==> config.mk <==
export PLATFORM = sky130hd
export DESIGN_NAME = sigdel_decim_flat
export DESIGN_NICKNAME = d
export VERILOG_FILES = /design/src/rtl/sigdel_decim_if.sv /design/src/rtl/sigdel_decim.sv /design/src/flat_wrapper.sv
export SDC_FILE = /design/constraint.sdc
export NUM_CORES = 1
export LEC_CHECK = 0
export CAP_MARGIN = 5
export CELL_PAD_IN_SITES_DETAIL_PLACEMENT = 0
export CELL_PAD_IN_SITES_GLOBAL_PLACEMENT = 1
export CORE_MARGIN = 3
export CORE_UTILIZATION = 40
export DETAILED_ROUTE_END_ITERATION = 16
export PLACE_DENSITY = 0.72
export REMOVE_ABC_BUFFERS = 1
export SETUP_SLACK_MARGIN = 0.15
export SYNTH_ARGS = -nofsm -noshare
export SYNTH_HDL_FRONTEND = slang
export SYNTH_SLANG_ARGS = --single-unit
==> constraint.sdc <==
create_clock -name clk -period 4.2 [get_ports clk]
set_input_delay 0.84 -clock clk [delete_from_list [all_inputs] [get_ports clk]]
set_output_delay 0.84 -clock clk [all_outputs]
set_load 0.02 [all_outputs]
==> src/rtl/sigdel_decim_if.sv <==
// Bitstream-in / PCM-out bundle for the sigma-delta CIC decimator.
// master: bitstream source and PCM consumer; slave: the decimator.
interface sigdel_decim_if #(
  parameter int OUT_W = 8
);
  logic             bit_in;
  logic             bit_en;
  logic [OUT_W-1:0] sample_out;
  logic             sample_valid;
  logic             warm;

  modport master (
    output bit_in,
    output bit_en,
    input  sample_out,
    input  sample_valid,
    input  warm
  );

  modport slave (
    input  bit_in,
    input  bit_en,
    output sample_out,
    output sample_valid,
    output warm
  );
endinterface

==> src/rtl/sigdel_decim.sv <==
// CIC (sinc^N) decimator turning the 1-bit modulator stream into OUT_W-bit PCM, OSR = 2**LOG2_OSR.
// Build option: define SIGDEL_DEC_SINC3_EN for a third-order filter (default is second order).
module sigdel_decim #(
  parameter int LOG2_OSR = 6,
  parameter int OUT_W    = 8
) (
  input logic           clk,
  input logic           rst,
  sigdel_decim_if.slave bus
);

`ifdef SIGDEL_DEC_SINC3_EN
  localparam int N = 3;
`else
  localparam int N = 2;
`endif
  localparam int W     = N * LOG2_OSR + 1;
  localparam int SHIFT = N * LOG2_OSR - OUT_W;

  localparam logic [LOG2_OSR-1:0] PHASE_LAST  = {LOG2_OSR{1'b1}};
  localparam logic [LOG2_OSR-1:0] PHASE_ONE   = {{(LOG2_OSR-1){1'b0}}, 1'b1};
  localparam logic [W-1:0]        SAT_MAX     = {{(W-OUT_W){1'b0}}, {OUT_W{1'b1}}};
  localparam logic [1:0]          WARM_EVENTS = 2'(N);

  logic [LOG2_OSR-1:0] phase_r;
  logic                event_r;
  logic [W-1:0]        integ_r    [N];
  logic [W-1:0]        comb_dly_r [N];
  logic [1:0]          warm_cnt_r;
  logic [W-1:0]        comb_tap_s [N];
  logic [W-1:0]        y_s;
  logic [W-1:0]        shifted_s;
  logic [OUT_W-1:0]    sat_s;

  // Integrator cascade and phase counter; event_r marks that integ_r now holds the post-event value.
  always_ff @(posedge clk) begin
    if (rst) begin
      phase_r <= {LOG2_OSR{1'b0}};
      event_r <= 1'b0;
      for (int k = 0; k < N; k++) begin
        integ_r[k] <= {W{1'b0}};
      end
    end else begin
      event_r <= bus.bit_en && (phase_r == PHASE_LAST);
      if (bus.bit_en) begin
        phase_r    <= phase_r + PHASE_ONE;
        integ_r[0] <= integ_r[0] + {{(W-1){1'b0}}, bus.bit_in};
        for (int k = 1; k < N; k++) begin
          integ_r[k] <= integ_r[k] + integ_r[k-1];
        end
      end else begin
        phase_r <= phase_r;
      end
    end
  end

  // Comb chain on the last integrator, then scale and clamp so full scale never wraps to zero.
  always_comb begin : comb_chain
    logic [W-1:0] acc;
    acc = integ_r[N-1];
    for (int k = 0; k < N; k++) begin
      comb_tap_s[k] = acc;
      acc           = acc - comb_dly_r[k];
    end
    y_s       = acc;
    shifted_s = y_s >> SHIFT;
    if (shifted_s > SAT_MAX) begin
      sat_s = {OUT_W{1'b1}};
    end else begin
      sat_s = shifted_s[OUT_W-1:0];
    end
  end

  // Comb delays advance only on events; the first N events just prime them.
  always_ff @(posedge clk) begin
    if (rst) begin
      warm_cnt_r       <= 2'd0;
      bus.sample_out   <= {OUT_W{1'b0}};
      bus.sample_valid <= 1'b0;
      bus.warm         <= 1'b0;
      for (int k = 0; k < N; k++) begin
        comb_dly_r[k] <= {W{1'b0}};
      end
    end else begin
      bus.sample_valid <= 1'b0;
      if (event_r) begin
        for (int k = 0; k < N; k++) begin
          comb_dly_r[k] <= comb_tap_s[k];
        end
        if (warm_cnt_r == WARM_EVENTS) begin
          bus.sample_out   <= sat_s;
          bus.sample_valid <= 1'b1;
          bus.warm         <= 1'b1;
        end else begin
          warm_cnt_r <= warm_cnt_r + 2'd1;
        end
      end
    end
  end

endmodule

==> src/flat_wrapper.sv <==
// flat-port wrapper written by rule: the top's interface ports become plain ports
module sigdel_decim_flat 
#(
  parameter int LOG2_OSR = 6,
  parameter int OUT_W    = 8
)
  (clk, rst, bus_bit_in, bus_bit_en, bus_sample_out, bus_sample_valid, bus_warm);
  sigdel_decim_if #(.OUT_W(OUT_W)) bus_i ();
  input logic clk;
  input logic rst;
  input wire logic [$bits(bus_i.bit_in)-1:0] bus_bit_in;
  input wire logic [$bits(bus_i.bit_en)-1:0] bus_bit_en;
  output wire logic [$bits(bus_i.sample_out)-1:0] bus_sample_out;
  output wire logic [$bits(bus_i.sample_valid)-1:0] bus_sample_valid;
  output wire logic [$bits(bus_i.warm)-1:0] bus_warm;
  assign bus_i.bit_in = bus_bit_in;
  assign bus_i.bit_en = bus_bit_en;
  assign bus_sample_out = bus_i.sample_out;
  assign bus_sample_valid = bus_i.sample_valid;
  assign bus_warm = bus_i.warm;
  sigdel_decim #(.LOG2_OSR(LOG2_OSR), .OUT_W(OUT_W)) u_core (.clk(clk), .rst(rst), .bus(bus_i));
endmodule
==> metrics.csv <==
stage;metric;value;unit
placement;placed_cell_area;4700;um2
clock_network;clk_pin_slew_worst_paths;0.08;ns
setup_path;worst_path_dominant_cell_family;compound AO/OA/AOI/OAI gates;
logic_synthesis;synthesis.yosys.warnings;0;
logic_synthesis;synthMostInstantiatedCell;edfxtp_1;
drt;num_vias;3100;
logic_synthesis;yosys-top-cells-count;52 x edfxtp_1, 47 x nor2_1, 39 x ha_1, 38 x inv_1, 26 x a21oi_1;
sta;final.setup_skew;0.0139;ns
logic_synthesis;syn_inst_count;453;
die;initial_utilization;0.419;
pwr;clkPwrFrac;0.331;
grt;grt_first_pass_wirelength;14.2;mm
grt;grt_antenna_before_repair;0;
pwr;ir_drop;0.000204;V
logic_synthesis;count_of_flip_flops_with_a_built_in_enable_after_synthesis;52;
logic_synthesis;synthDistinctLibCells;43;
grt;first_global_vias;3151;
pwr;swShare;0.294;
logic_synthesis;yosys.area.top_type_share;0.353;
min_path;worst_hold_path_type;reg2reg;
final_layout;final_core_utilization;0.471;
pwr;internal_power;1.38;mW
setup_path;r2r_slack;0.51;ns
final_layout;n_fill_cell;1022;
sta;final-max-slew-violation-count;0;
sta;setup_violations;0;
placement;gpl.final_weighted_congestion;0.832;
die;design.core.area;10600;um2
sta;post-route-period-util;0.879;
logic_synthesis;ys_seq_area_frac;0.439;
drt;route.antenna.remaining_nets;0;
logic_synthesis;synth-async-reset-ratio;0;
pwr;power-per-cell-area;391;nW/um2
sta;final_period_minus_worst_setup_slack;3.69;ns
setup_path;critical_path.slowest_cell;edfxtp_1;
pwr;switchingPower;0.572;mW
drt;initialDrtViolationCount;82;
outcome;run_status;finished clean;
sta;worstMarginPinSlew;0.990;ns
clock_network;cts_tree;yes;
pwr;comb_power_share;0.250;
drt;drc;0;
pwr;p_leak;2.01;nW
drt;drtPass1Iterations;4;
grt;grt_most_used_layer;met2;
die;chipHeight;111;um
pwr;seq_pwr_share;0.419;
grt;gr-usage-met3;0.0415;
final_layout;post_route_cell_area;4980;um2
setup_path;worst-setup-path-type;reg2reg;
final_layout;num_antenna_cells;0;
clock_network;post-cts-setup-buffer-count;0;
placement;placedCellCount;594;
placement;port_buffers;13;
die;row_count;37;
setup_path;timing.critical_path.buf_inv;1;
drt;routed_wire_length_per_instance;13.4;um
grt;pin_count_of_the_biggest_net_entering_global_routing;27;
setup_path;timing.critical_path.arrival;3.95;ns
setup_path;critical_path_peak_fanout;8;
clock_network;cts-root-buf;clkbuf_8;
logic_synthesis;syn-cell-area;4420;um2
sta;achievable-frequency;271;MHz
setup_path;delay_of_the_slowest_cell_on_the_worst_path;0.44;ns
clock_network;cts_buffer_depth;2;
setup_path;cp_endpoint_kind;flop;
setup_path;cp.required;4.45;ns
sta;max_slew_margin;0.323;
logic_synthesis;yosysTopAreaCell;edfxtp_1;
logic_synthesis;post_synth_top_flop;edfxtp_1;
clock_network;sink_count;71;
drt;wl;8.18;mm
logic_synthesis;syn-mean-instance-area;9.76;um2
clock_network;cts-buffers-inserted;9;
grt;globalRouteOverflowTotal;0;
setup_path;timing.critical_path.mode_cell;ha_1;
grt;grtUsageMet1;0.164;
final_layout;fin_cells;610;
setup_path;cp-start-kind;flop;
grt;use_met2;0.246;
die;ios;14;
clock_network;later_pin_clock_latency_in_the_skew_report;0.35;ns
sta;report.final.hold_viol_count;0;
clock_network;htreeDepth;3;
drt;vias_per_cell;5.08;
job;timing.max_cap.violations;0;
die;die_width;111;um
final_layout;layout-drive-gt1-share;0.0633;
grt;grt.total_usage;0.140;
final_layout;post_layout_nets;514;
pwr;post-layout-total-power;1.95;mW
setup_path;worstPathCellList;ha_1 -> and4_1 -> a211oi_1 -> a21boi_1 -> o21ai_1 -> nor3b_2 -> nor2_1 -> ha_1 -> inv_1 -> o22ai_2 -> o22ai_1 -> a21oi_1 -> xor2_1 -> xnor2_2 -> a311oi_1;
placement;detailedPlacementHpwl;6.07;mm
clock_network;hold_buffers;0;
logic_synthesis;post_synth_main_area_contributors;edfxtp_1 35%, ha_1 11%, dfxtp_1 8.6%;
die;dieArea;12300;um2
sta;finalSetupTns;0;ns
final_layout;areaGrowthSynthToFinish;12.6;%
clock_network;post_cts.resized_instances;0;
logic_synthesis;ys_seq_elements;71;
sta;rsz_0062_raised_after_global_routing;no;
[power by group through the flow]
stage | logic, mW | registers [mW] | clock network, mW
2_1_floorplan | 0.378 | 0.822 | 0
3_3_place_gp | 0.461 | 0.831 | 0
3_5_place_dp | 0.468 | 0.832 | 0
4_1_cts | 0.474 | 0.817 | 0.658
5_1_grt | 0.557 | 0.822 | 0.692
6_report | 0.487 | 0.816 | 0.644
[sequential cells by signal (all words and copies together), names as in the netlist]
signal / count
u_core.event_r: 1
u_core.bus.sample_out: 8
u_core.warm_cnt_r: 2
u_core.comb_dly_r: 26
u_core.bus.warm: 1
u_core.bus.sample_valid: 1
u_core.integ_r: 26
u_core.phase_r: 6
[worst min-delay path, cell delays in order, from the launching register on]
cell and delay [ns]:
dfxtp_1 0.33, nand2_1 0.07, nor3_1 0.03
[cell type report]
cell class / instances / area (um2) / share of cell area
Clock buffer: 13 / 201 / 0.0405
Tap cell: 136 / 170 / 0.0342
Timing Repair Buffer: 15 / 145 / 0.0292
Multi-Input combinational cell: 334 / 2330 / 0.468
Inverter: 38 / 143 / 0.0287
Sequential cell: 71 / 1940 / 0.390
Clock inverter: 3 / 43.8 / 0.00880
[metal layers]
layer / vias to the layer above / wire, um
li1: 1637 / -
met1: 1413 / 3740
met2: 37 / 4010
met3: 13 / 260
met4: 0 / 170
met5: - / 0
[layout by cell type, fill, tap and decap left out, drive strengths merged, types with 4 or more instances in the layout]
master	count
a311oi	9
edfxtp	52
nand2b	9
ha	39
mux2i	5
dfxtp	19
nand2	22
nor3	14
nor2b	10
clkbuf	13
nand4	6
nand3	8
and2	22
a21oi	26
inv	38
xnor2	19
or3	5
o21a	4
nor2	47
or2	4
xor2	18
a21boi	4
clkdlybuf4s50	13
and3	4
o21ai	25
a21o	9
[final timing paths]
path | startpoint | end | cells past startpoint
worst max-delay path | u_core.integ_r[0][20]$_SDFFCE_PN0P_ | u_core.bus.sample_out[0]$_SDFFE_PP0P_ | 15
worst min-delay path | u_core.phase_r[5]$_SDFFE_PP0P_ | u_core.event_r$_SDFF_PP0_ | 2
worst max register to register | u_core.integ_r[0][20]$_SDFFCE_PN0P_ | u_core.bus.sample_out[0]$_SDFFE_PP0P_ | 15
worst min register to register | u_core.phase_r[5]$_SDFFE_PP0P_ | u_core.event_r$_SDFF_PP0_ | 2
[metrics by stage]
| step | setup slack (ns) | hold slack, ns |
|---|---|---|
| CTS | 0.215 | 0.467 |
| finish | 0.506 | 0.470 |
| global placement | 0.383 | 0.443 |
| floorplan | 0.729 | 0.427 |
| detailed placement | 0.247 | 0.450 |
| global route | 0.149 | 0.489 |
[cell families (layout without fill, tap and decap cells)]
kind of cell,count (synthesis),after routing,synth area share
adders and majority gates,41,41,0.119
muxes,5,5,0.0113
xor gates and xnor gates,37,37,0.0750
buffers and inverters,48,69,0.0408
DFF,71,71,0.439
and+or+nand+nor,161,161,0.186
AOI/OAI and AO/OA,90,90,0.128
Power figures use the tool's default switching activity.
